<file path="config.mk">
export PLATFORM = sky130hd
export DESIGN_NAME = entry_timer_ctrl
export DESIGN_NICKNAME = d
export VERILOG_FILES = /design/src/rtl/entry_timer_ctrl.sv
export SDC_FILE = /design/constraint.sdc
export NUM_CORES = 1
export LEC_CHECK = 0
export BUFFER_PORTS_ARGS = -buffer_cell sky130_fd_sc_hd__buf_2
export CAP_MARGIN = 20
export CORE_UTILIZATION = 51
export DETAILED_ROUTE_END_ITERATION = 12
export PLACE_DENSITY = 0.7
export SLEW_MARGIN = 25
export SYNTH_ARGS = -nofsm -noshare
export SYNTH_HDL_FRONTEND = slang
export SYNTH_SLANG_ARGS = --single-unit
</file>
<file path="constraint.sdc">
create_clock -name clk -period 2.9 [get_ports clk]
set_clock_uncertainty 0.05 [all_clocks]
set_input_delay 0.435 -clock clk [delete_from_list [all_inputs] [get_ports clk]]
set_output_delay 0.435 -clock clk [all_outputs]
set_load 0.02 [all_outputs]
</file>
<file path="src/rtl/entry_timer_ctrl.sv">
// Entry-window supervisor for the code-entry FSM: times each window, counts
// failure events and holds a lockout once the failure limit is reached.
module entry_timer_ctrl #(
  parameter int unsigned TIMEOUT_CYCLES = 50_000_000,
  parameter int unsigned MAX_FAIL       = 3,
  parameter int unsigned LOCK_CYCLES    = 250_000_000,
  parameter int unsigned TW             = 28
) (
  input  logic       clk,
  input  logic       reset,
  input  logic       en,
  input  logic       encnt,
  input  logic       anyIN,
  input  logic       unlocked,
  output logic       timeOut,
  output logic       cntOut,
  output logic [2:0] fail_cnt,
  output logic [1:0] state
);

  typedef enum logic [1:0] {
    S_IDLE   = 2'd0,
    S_WINDOW = 2'd1,
    S_LOCK   = 2'd2
  } state_t;

  localparam logic [TW-1:0] TO_LAST  = TW'(TIMEOUT_CYCLES - 1);
  localparam logic [TW-1:0] LK_LAST  = TW'(LOCK_CYCLES - 1);
  localparam logic [2:0]    FAIL_MAX = 3'(MAX_FAIL);

  state_t        r_state;
  logic [TW-1:0] r_timer;
  logic          r_encnt_q;
  logic          r_timeout;
  logic          r_cnt_out;
  logic [2:0]    r_fail;

  logic          w_enc_rise;
  logic          w_tmo;
  logic          w_fail_evt;
  logic [2:0]    w_fail_next;

  assign w_enc_rise  = encnt & ~r_encnt_q;
  // Dropping en on the final window cycle is an exit, not a timeout.
  assign w_tmo       = (r_state == S_WINDOW) && en && !anyIN && (r_timer == TO_LAST);
  assign w_fail_evt  = (r_state != S_LOCK) && (w_enc_rise || w_tmo);
  assign w_fail_next = (r_fail >= FAIL_MAX) ? FAIL_MAX : r_fail + 3'd1;

  always_ff @(posedge clk) begin
    if (!reset) begin
      r_state   <= S_IDLE;
      r_timer   <= '0;
      r_fail    <= 3'd0;
      r_timeout <= 1'b0;
      r_cnt_out <= 1'b0;
      // Track encnt during reset so a level held across reset is not an edge.
      r_encnt_q <= encnt;
    end else begin
      r_encnt_q <= encnt;
      r_timeout <= w_tmo;
      case (r_state)
        S_LOCK: begin
          if (r_timer == LK_LAST) begin
            r_cnt_out <= 1'b0;
            r_fail    <= 3'd0;
            r_timer   <= '0;
            r_state   <= S_IDLE;
          end else begin
            r_timer <= r_timer + 1'b1;
          end
        end
        default: begin
          if (w_fail_evt && (w_fail_next == FAIL_MAX)) begin
            r_fail    <= w_fail_next;
            r_cnt_out <= 1'b1;
            r_timer   <= '0;
            r_state   <= S_LOCK;
          end else begin
            if (w_fail_evt)
              r_fail <= w_fail_next;
            else if (unlocked)
              r_fail <= 3'd0;

            if (w_tmo) begin
              r_state <= S_IDLE;
              r_timer <= '0;
            end else if (r_state == S_IDLE) begin
              r_timer <= '0;
              if (en) r_state <= S_WINDOW;
            end else if (!en) begin
              r_state <= S_IDLE;
              r_timer <= '0;
            end else if (anyIN) begin
              r_timer <= '0;
            end else begin
              r_timer <= r_timer + 1'b1;
            end
          end
        end
      endcase
    end
  end

  assign timeOut  = r_timeout;
  assign cntOut   = r_cnt_out;
  assign fail_cnt = r_fail;
  assign state    = r_state;

endmodule
</file>
==> flow_summary_export.csv, run 1 <==
group,metric,value,unit
worst_setup_path,worst_path_largest_cell_delay,0.53,ns
synth,synth_top_cell_by_area,"dfxtp_1",
route,drc_errors,0,
global_route,antenna_found_initial,0,
clocking,clock_latency,0.34,ns
worst_hold_path,hold_end,"r_encnt_q",
floorplanning,die_x,61.4,µm
placed_design,hpwl,2.53,mm
worst_setup_path,required,3.07,ns
route,avgRoutedWirePerCell,12.7,µm
worst_setup_path,start_kind,"flop",
floorplanning,dieArea,3770,µm²
sta,slew_headroom,59.6,%
synth,yosysUniqueCellTypes,38,
cells_and_area,areaGrowthSynthToFinish,8.27,%
sta,min_period,2.48,ns
power_and_ir_drop,switchingPower,190,µW
placed_design,place_congestion,0.810,
sta,setup_viol,0,
worst_setup_path,worstReg2RegStart,"fail_cnt[0]",
route,vias_per_cell,5.57,
sta,setup_tns,0,ns
clocking,path_clk_slew,0.10,ns
cells_and_area,final_common_cell,"dfxtp_1",
flow_run,maxCapViolations,0,
clocking,cts-root-buf,"clkbuf_4",
global_route,gr-total-overflow,0,
worst_setup_path,worst_path_max_delay_cell,"a2111oi_0",
floorplanning,core-area,3360,µm²
power_and_ir_drop,p_sw_share,23.2,%
power_and_ir_drop,internal_power,627,µW
worst_setup_path,crit_fanout,28,
cells_and_area,final_cell_mix,"dfxtp_1 (36), nor2_1 (20), nor2_2 (20), xnor2_1 (17), nand2_1 (14)",
worst_hold_path,min_path_cells,1,
power_and_ir_drop,p_total,817,µW
status,status,"finished, final reports clean",
power_and_ir_drop,power_density,419,nW/µm²
clocking,htree_levels,2,
clocking,cts_sinks,36,
cells_and_area,drive_gt1_share,21.7,%
worst_setup_path,cp.arrival,2.65,ns
worst_setup_path,reg2reg_slack,0.42,ns
sta,hold_ws,0.157,ns
sta,hold_viol,0,
floorplanning,fp.dieH,61.4,µm
synth,ys_ff_latch,36,
placed_design,preCtsSetupSlack,0.369,ns
power_and_ir_drop,p_leak,0.577,nW
route,drt-initial-drc-count,45,
synth,syn_nets,211,
route,wirelength,3.35,mm
route,via_count,1465,
worst_hold_path,hold_path.class,"primary input to flop",
worst_setup_path,timing.rr.end,"r_timer[1]",
synth,netlist_instances,202,
synth,yosysWarnings,0,
clocking,cts_resized,0,
global_route,first_global_vias,1280,
worst_setup_path,crit_chain,"ha_1 -> ha_1 -> nand3b_1 -> a2111oi_0 -> o21ai_1 -> a22oi_4 -> buf_4 -> nor2b_1",
placed_design,dp.cells,255,
route,ant_nets,0,
placed_design,port_buffers,12,
sta,rsz0062_at_grt,"no",
floorplanning,start_util,53.5,%
synth,synth.area.top_cells,"dfxtp_1 (40%), xnor2_1 (8.3%), nor2_2 (6.9%), xor2_1 (4.4%), nor2_1 (4.2%)",
worst_setup_path,crit_top_cell,"ha_1",
cells_and_area,diodes,0,
floorplanning,io_pins,13,
power_and_ir_drop,pwr-share-clk,34.0,%
synth,synth-main-ff-cell,"dfxtp_1",
clocking,cts_buffer_depth,2,
worst_setup_path,worstSetupPathType,"flop to flop",
synth,avgSynthCellArea,8.91,µm²
worst_hold_path,worstHoldStart,"encnt",
cells_and_area,fin_nets,225,
synth,yosysTopAreaCellShare,40.0,%
sta,tightest_slew,0.605,ns
clocking,cts_made_buffers,5,
sta,fin_ws,0.419,ns
worst_setup_path,r2r.worst_path.cells,8,
power_and_ir_drop,power_frac_comb,4.5,%
global_route,grt_max_degree,29,
synth,syn_area,1800,µm²
route,drtPass1Iterations,4,
sta,slew_viol_final,0,
sta,fmax,403,MHz
power_and_ir_drop,peakVddDrop,261,µV
placed_design,place_area,1890,µm²
global_route,grt_pass1_wl,5.44,mm
synth,synthArstFlopShare,0,%
clocking,holdBufCountCts,0,
sta,timing.final.crit_share,85.5,%
floorplanning,row_count,21,
power_and_ir_drop,pwr-share-seq,61.5,%
global_route,grt.total_usage,19.9,%
worst_setup_path,endpoint_kind,"flop",
clocking,cts_tree,"yes",
synth,yosysSeqAreaShare,40.0,%
cells_and_area,final_util,58.0,%
synth,synth_edf_count,0,
cells_and_area,final_cells,263,
clocking,post_cts_buffers,0,
cells_and_area,post-route-cell-area,1950,µm²
==> registers in the layout, summed over array words and instances, names as in the netlist <==
| signal | count |
|---|---|
| fail_cnt | 3 |
| r_encnt_q | 1 |
| cntOut | 1 |
| state | 2 |
| r_timer | 28 |
| timeOut | 1 |
==> worst max-delay path by stage <==
| stage | slack, ns | cells after the start | end | startpoint |
|---|---|---|---|---|
| CTS | 0.35 | 8 | r_timer[1] | fail_cnt[0] |
| detailed placement | 0.37 | 8 | r_timer[22] | fail_cnt[0] |
| global route | 0.21 | 8 | r_timer[1] | fail_cnt[0] |
| global placement | 0.53 | 7 | r_timer[25] | anyIN |
| floorplan | 0.67 | 8 | r_timer[7] | fail_cnt[0] |
| finish | 0.42 | 8 | r_timer[1] | fail_cnt[0] |
==> power groups by stage <==
| stage | sequential (mW) | clock, mW | combinational [mW] |
|---|---|---|---|
| 2_1_floorplan | 0.517 | 0 | 0.0223 |
| 3_3_place_gp | 0.513 | 0 | 0.0354 |
| 3_5_place_dp | 0.514 | 0 | 0.0364 |
| 4_1_cts | 0.503 | 0.288 | 0.0366 |
| 5_1_grt | 0.503 | 0.309 | 0.0404 |
| 6_report | 0.502 | 0.278 | 0.0365 |
==> critical path, delay by kind of cell, from the launching register on <==
family                   cells  cell delay (ns)
adder cells (fa/ha/maj)      2             0.51
buffers and inverters        1             0.38
AND/OR/NAND/NOR              2             0.18
AO/OA/AOI/OAI                3             0.88
flip-flops                   1             0.36
==> synthesized netlist by cell type, types with 4 or more instances <==
library cell,number
a21oi_1,4
and4_1,4
clkbuf_1,4
dfxtp_1,36
inv_1,5
nand2_1,14
nand3_1,12
nand4_1,10
nor2_1,20
nor2_2,20
nor3_1,5
nor4_1,7
xnor2_1,17
xor2_1,9
==> routing by layer <==
| metal | part of all wire [%] | vias to the layer above | GRT usage (%) |
|---|---|---|---|
| li1 | - | 748 | - |
| met1 | 44 | 685 | 22.4 |
| met2 | 50 | 27 | 35.1 |
| met3 | 4.0 | 5 | 6.09 |
| met4 | 1.8 | 0 | 8.25 |
| met5 | 0 | - | 0 |
==> logic make-up (layout without fill, tap and decap cells) <==
| logic type | after synthesis | count (layout) | share of synthesized area (%) |
|---|---|---|---|
| simple gates | 110 | 110 | 35.4 |
| flops | 36 | 36 | 40.0 |
| xor+xnor | 26 | 26 | 12.6 |
| compound gates | 16 | 16 | 6.67 |
| buf+inv | 11 | 26 | 3.13 |
| fa+ha+maj | 3 | 3 | 2.09 |
==> area by class of cell <==
class | instances | area, µm²
repair buffers | 13 | 67.6
clock buffers | 6 | 51.3
flip-flops and latches | 36 | 721
inverters | 5 | 18.8
fillers | 323 | 1410
well taps | 46 | 57.6
multi-input cells | 155 | 1020
clock inverters | 2 | 10.0
No activity file was read; power rests on OpenSTA's default activity.
==> inputs of run 2 (changes only) <==
CORE_UTILIZATION = 45   (was 51)
PLACE_DENSITY = 0.63   (was 0.7)
==> run 2 against run 1 <==
Net effect:
- final cell count grew 0.76%
- count of clock-buffer cells in the layout grew 2
- combinational power is essentially flat
- sequential cell count is the same
- critical path type unchanged
- critical endpoint is now r_timer[23]
- largest cell class unchanged
- highest routed layer unchanged
==> flow_summary_export.csv, run 2 (synthesis results as in run 1) <==
group,metric,value,unit
floorplanning,core-area,3740,µm²
clocking,holdBufCountCts,0,
global_route,grt_pass1_wl,6.25,mm
worst_setup_path,required,3.01,ns
global_route,gr-total-overflow,0,
sta,timing.final.crit_share,82.7,%
power_and_ir_drop,peakVddDrop,366,µV
clocking,cts_tree,"yes",
clocking,cts_resized,0,
route,vias_per_cell,5.47,
global_route,antenna_found_initial,0,
sta,setup_viol,0,
global_route,grt.total_usage,19.4,%
worst_setup_path,crit_fanout,28,
clocking,htree_levels,2,
placed_design,place_congestion,0.819,
sta,rsz0062_at_grt,"no",
clocking,cts_made_buffers,5,
sta,min_period,2.40,ns
worst_setup_path,r2r.worst_path.cells,6,
worst_setup_path,start_kind,"flop",
worst_hold_path,hold_path.class,"primary input to flop",
sta,slew_viol_final,0,
cells_and_area,fin_nets,225,
cells_and_area,final_common_cell,"dfxtp_1",
route,drc_errors,0,
sta,hold_viol,0,
floorplanning,fp.dieH,65.3,µm
global_route,first_global_vias,1496,
power_and_ir_drop,power_density,455,nW/µm²
worst_setup_path,cp.arrival,2.51,ns
placed_design,place_area,1890,µm²
clocking,clock_latency,0.29,ns
cells_and_area,post-route-cell-area,1980,µm²
route,via_count,1450,
sta,fmax,417,MHz
cells_and_area,areaGrowthSynthToFinish,10.0,%
route,drt-initial-drc-count,46,
floorplanning,row_count,22,
floorplanning,dieArea,4260,µm²
worst_setup_path,endpoint_kind,"flop",
floorplanning,die_x,65.3,µm
sta,tightest_slew,0.608,ns
cells_and_area,drive_gt1_share,20.7,%
floorplanning,start_util,48.1,%
clocking,post_cts_buffers,0,
cells_and_area,final_cell_mix,"dfxtp_1 (36), nor2_1 (20), nor2_2 (20), xnor2_1 (17), nand2_1 (14)",
worst_hold_path,min_path_cells,1,
route,ant_nets,0,
clocking,cts_sinks,36,
sta,slew_headroom,59.1,%
route,avgRoutedWirePerCell,13.5,µm
floorplanning,io_pins,13,
route,wirelength,3.58,mm
placed_design,hpwl,2.64,mm
status,status,"finished, final reports clean",
placed_design,port_buffers,12,
sta,setup_tns,0,ns
clocking,path_clk_slew,0.07,ns
flow_run,maxCapViolations,0,
route,drtPass1Iterations,6,
cells_and_area,diodes,0,
worst_setup_path,worstSetupPathType,"flop to flop",
global_route,grt_max_degree,29,
cells_and_area,largest-register,"r_timer",
clocking,cts_buffer_depth,2,
cells_and_area,largest_reg_flops,28,
clocking,cts-root-buf,"clkbuf_8",
power_and_ir_drop,p_total,900,µW
power_and_ir_drop,p_leak,0.585,nW
## run 2: cell types whose count changed in the layout (fill, tap and decap cells not counted)
cell,previous run,this run
clkbuf_1,0,2
clkbuf_4,5,0
clkinv_2,2,0
clkbuf_8,1,6
## run 2: layout make-up
cell class / count / area [µm²]
Fill cell: 365 / 1760
Multi-Input combinational cell: 155 / 1020
Sequential cell: 36 / 721
Clock buffer: 8 / 90.1
Timing Repair Buffer: 13 / 67.6
Tap cell: 48 / 60.1
Inverter: 5 / 18.8
## run 2: path summary, 6_finish.rpt
path | endpoint | slack [ns] | start
setup / recovery | r_timer[23] | 0.50 | r_timer[7]
hold / removal | r_encnt_q | 0.22 | encnt
setup reg to reg | r_timer[23] | 0.50 | r_timer[7]
hold reg to reg | cntOut | 0.41 | cntOut
## run 2: stage by stage
stage                     std cells  utilization (%)  hold slack [ns]  setup WS (ns)
final                           265             52.9            0.217          0.501
after detailed placement        257             50.5            0.406          0.453
after global routing            265             52.9            0.202          0.325
after CTS                       265             52.9            0.212          0.493
after global placement          257             50.5            0.396          0.527
after floorplan                 202                -            0.389          0.669
## run 2: where the power goes
part | internal [mW] | switching [mW]
Clock | 0.194 | 0.167
Combinational | 0.0137 | 0.0228
Sequential | 0.499 | 0.00434
Total | 0.706 | 0.194
## run 2: critical path: stages, from the launching register on
cell and delay [ns]:
dfxtp_1 0.42, or4_4 0.59, nor4_4 0.37, o21ai_1 0.18
a22oi_4 0.17, buf_4 0.39, nor2_1 0.10
## run 2: layer usage
metal,up-vias,GRT usage (%),part of all wire [%]
met5,-,0,0
met4,0,10.1,2.0
met3,6,6.25,2.8
met2,22,34.0,50
met1,683,20.7,46
li1,739,-,-
==> inputs of run 3 (changes only) <==
ABC_AREA = 1   (was default)
clock period = 2.3 ns   (was 2.9 ns; I/O delays follow)
==> run 3 against run 2 <==
Net effect:
- sequential power rose by 26%
- non-clock buffer count did not move
- final cell count rose by 30%
- highest routed layer unchanged
- maximum frequency rose by 19%
- largest cell class unchanged
- largest power group unchanged
- global-route usage fell by 0.66 points
- critical path type unchanged
- worst hold slack got worse by 0.088 ns
==> flow_summary_export.csv, run 3 <==
group,metric,value,unit
synth,synth_edf_count,0,
clocking,path_clk_slew,0.07,ns
clocking,cts_tree,"yes",
worst_setup_path,crit_chain,"ha_1 -> ha_1 -> inv_1 -> nand3_1 -> or2_1 -> nand2_1 -> nor2_1 -> nand3_4 -> nand3_2 -> nand2_2 -> nand2_4 -> nor3b_1",
worst_setup_path,worst_path_largest_cell_delay,0.34,ns
cells_and_area,final_common_cell,"nand2_1",
worst_setup_path,cp.arrival,2.17,ns
route,wirelength,3.84,mm
synth,avgSynthCellArea,6.97,µm²
route,drt-initial-drc-count,65,
floorplanning,dieArea,4540,µm²
placed_design,hpwl,2.97,mm
worst_setup_path,start_kind,"flop",
worst_setup_path,timing.rr.end,"r_timer[15]",
cells_and_area,largest-register,"r_timer",
floorplanning,fp.dieH,67.4,µm
cells_and_area,final_cell_mix,"nand2_1 (57), nor2_1 (50), inv_1 (36), dfxtp_1 (36), nand3_1 (15)",
route,ant_nets,0,
clocking,cts-root-buf,"clkbuf_8",
sta,hold_viol,0,
sta,setup_viol,0,
worst_setup_path,worstSetupPathType,"flop to flop",
floorplanning,core-area,4060,µm²
cells_and_area,largest_reg_flops,28,
synth,ys_ff_latch,36,
cells_and_area,fin_nets,303,
synth,synthAdderAreaFrac,1.95,%
global_route,antenna_found_initial,0,
sta,min_period,2.01,ns
worst_setup_path,endpoint_kind,"flop",
synth,synthSimpleGateAreaFrac,39.4,%
worst_setup_path,worstReg2RegStart,"fail_cnt[0]",
clocking,cts_resized,0,
floorplanning,die_x,67.4,µm
route,drc_errors,0,
clocking,cts_sinks,36,
placed_design,port_buffers,12,
worst_setup_path,path_buf_inv,1,
worst_setup_path,crit_fanout,25,
synth,synthArstFlopShare,0,%
sta,tightest_slew,0.458,ns
synth,synth-main-ff-cell,"dfxtp_1",
status,status,"finished, final reports clean",
synth,yosysSeqAreaShare,37.5,%
route,avgRoutedWirePerCell,11.1,µm
route,vias_per_cell,4.80,
sta,setup_tns,0,ns
clocking,htree_levels,2,
sta,fmax,496,MHz
worst_hold_path,min_path_cells,1,
worst_hold_path,hold_path.class,"primary input to flop",
power_and_ir_drop,peakVddDrop,343,µV
worst_setup_path,worst_path_max_delay_cell,"dfxtp_1",
synth,yosysMostFrequentCell,"nand2_1",
route,drtPass1Iterations,4,
synth,synth_compound_gate_area_share,4.88,%
route,via_count,1650,
worst_setup_path,required,2.46,ns
power_and_ir_drop,p_leak,0.826,nW
worst_setup_path,reg2reg_slack,0.29,ns
worst_hold_path,hold_end,"r_encnt_q",
cells_and_area,nFillCells,405,
synth,yosysUniqueCellTypes,29,
cells_and_area,drive_gt1_share,12.9,%
synth,syn_area,1920,µm²
synth,netlist_instances,276,
synth,synth_top_family_by_area,"simple AND/OR/NAND/NOR gates",
global_route,gr-usage-met1,25.0,%
sta,rsz0062_at_grt,"no",
synth,ys_top_cells_by_count,"nand2_1 (57), nor2_1 (50), dfxtp_1 (36), inv_1 (36), nand3_1 (15)",
power_and_ir_drop,power_density,530,nW/µm²
floorplanning,start_util,47.4,%
cells_and_area,diodes,0,
global_route,grt_max_degree,26,
clocking,clock_latency,0.29,ns
global_route,grt.total_usage,18.8,%
synth,syn_nets,285,
synth,synth.area.mux_share,0,%
global_route,first_global_vias,1496,
synth,synth_xor_area_share,7.29,%
floorplanning,io_pins,13,
flow_run,maxCapViolations,0,
synth,yosysWarnings,0,
cells_and_area,areaGrowthSynthToFinish,9.63,%
global_route,grtUsageMet2,29.1,%
global_route,gr-usage-met3,4.56,%
clocking,holdBufCountCts,0,
global_route,grt.busiest_layer,"met2",
sta,slew_viol_final,0,
synth,yosysTopAreaCellShare,37.5,%
power_and_ir_drop,p_total,1.12,mW
global_route,grt_pass1_wl,6.38,mm
clocking,cts_made_buffers,5,
synth,synth_top_cell_by_area,"dfxtp_1",
sta,slew_headroom,69.2,%
floorplanning,row_count,23,
clocking,cts_buffer_depth,2,
synth,synth.area.top_cells,"dfxtp_1 (37%), nand2_1 (11%), nor2_1 (9.8%), inv_1 (7.0%), xor2_1 (6.4%)",
worst_hold_path,worstHoldStart,"encnt",
clocking,post_cts_buffers,0,
global_route,gr-total-overflow,0,
worst_setup_path,crit_top_cell,"ha_1",
sta,timing.final.crit_share,87.6,%
placed_design,place_congestion,0.818,
worst_setup_path,r2r.worst_path.cells,12,
worst_setup_path,cp_top_family,"simple AND/OR/NAND/NOR gates",
-- run 3: cell type report --
| class | count | area (µm²) | area share (%) |
|---|---|---|---|
| multi-input combinational | 198 | 1030 | 48.8 |
| sequential | 36 | 721 | 34.2 |
| inverter | 40 | 150 | 7.12 |
| clock buffer | 6 | 72.6 | 3.44 |
| timing repair buffer | 13 | 67.6 | 3.20 |
| tap | 50 | 62.6 | 2.97 |
| clock inverter | 1 | 5.00 | 0.237 |
-- run 3: worst max path at each step --
stage                              to  slack (ns)         from  depth (start not counted)
after floorplan           r_timer[17]        0.41  fail_cnt[0]                         13
after global placement    r_timer[15]        0.34  fail_cnt[0]                         12
after detailed placement  r_timer[15]        0.27  fail_cnt[0]                         12
after CTS                 r_timer[15]        0.27  fail_cnt[0]                         12
after global routing      r_timer[15]        0.10  fail_cnt[0]                         12
final                     r_timer[15]        0.29  fail_cnt[0]                         12
-- run 3: metrics by stage --
| step | cells | cell area, µm² | hold slack (ns) | utilization (%) | setup WS, ns |
|---|---|---|---|---|---|
| final | 344 | 2110 | 0.129 | 52.0 | 0.286 |
| after global routing | 344 | 2110 | 0.127 | 52.0 | 0.105 |
| after CTS | 344 | 2110 | 0.119 | 52.0 | 0.269 |
| after detailed placement | 337 | 2030 | 0.399 | 50.0 | 0.275 |
| after global placement | 337 | 2030 | 0.396 | 50.0 | 0.336 |
| after floorplan | 276 | 1920 | 0.323 | - | 0.415 |
-- run 3: cell families after synthesis --
group,count (synthesis)
flops,36
compound gates,18
buf+inv,42
simple gates,161
xor+xnor,16
fa+ha+maj,3
-- run 3: power by group --
part | internal (mW) | switching, mW
Clock | 0.206 | 0.213
Combinational | 0.0217 | 0.0426
Sequential | 0.630 | 0.00573
Total | 0.857 | 0.261
-- run 3: layer usage --
metal / vias to the layer above / part of all wire [%]
li1: 909 / -
met1: 716 / 53
met2: 18 / 43
met3: 7 / 3.0
met4: 0 / 1.4
met5: - / 0
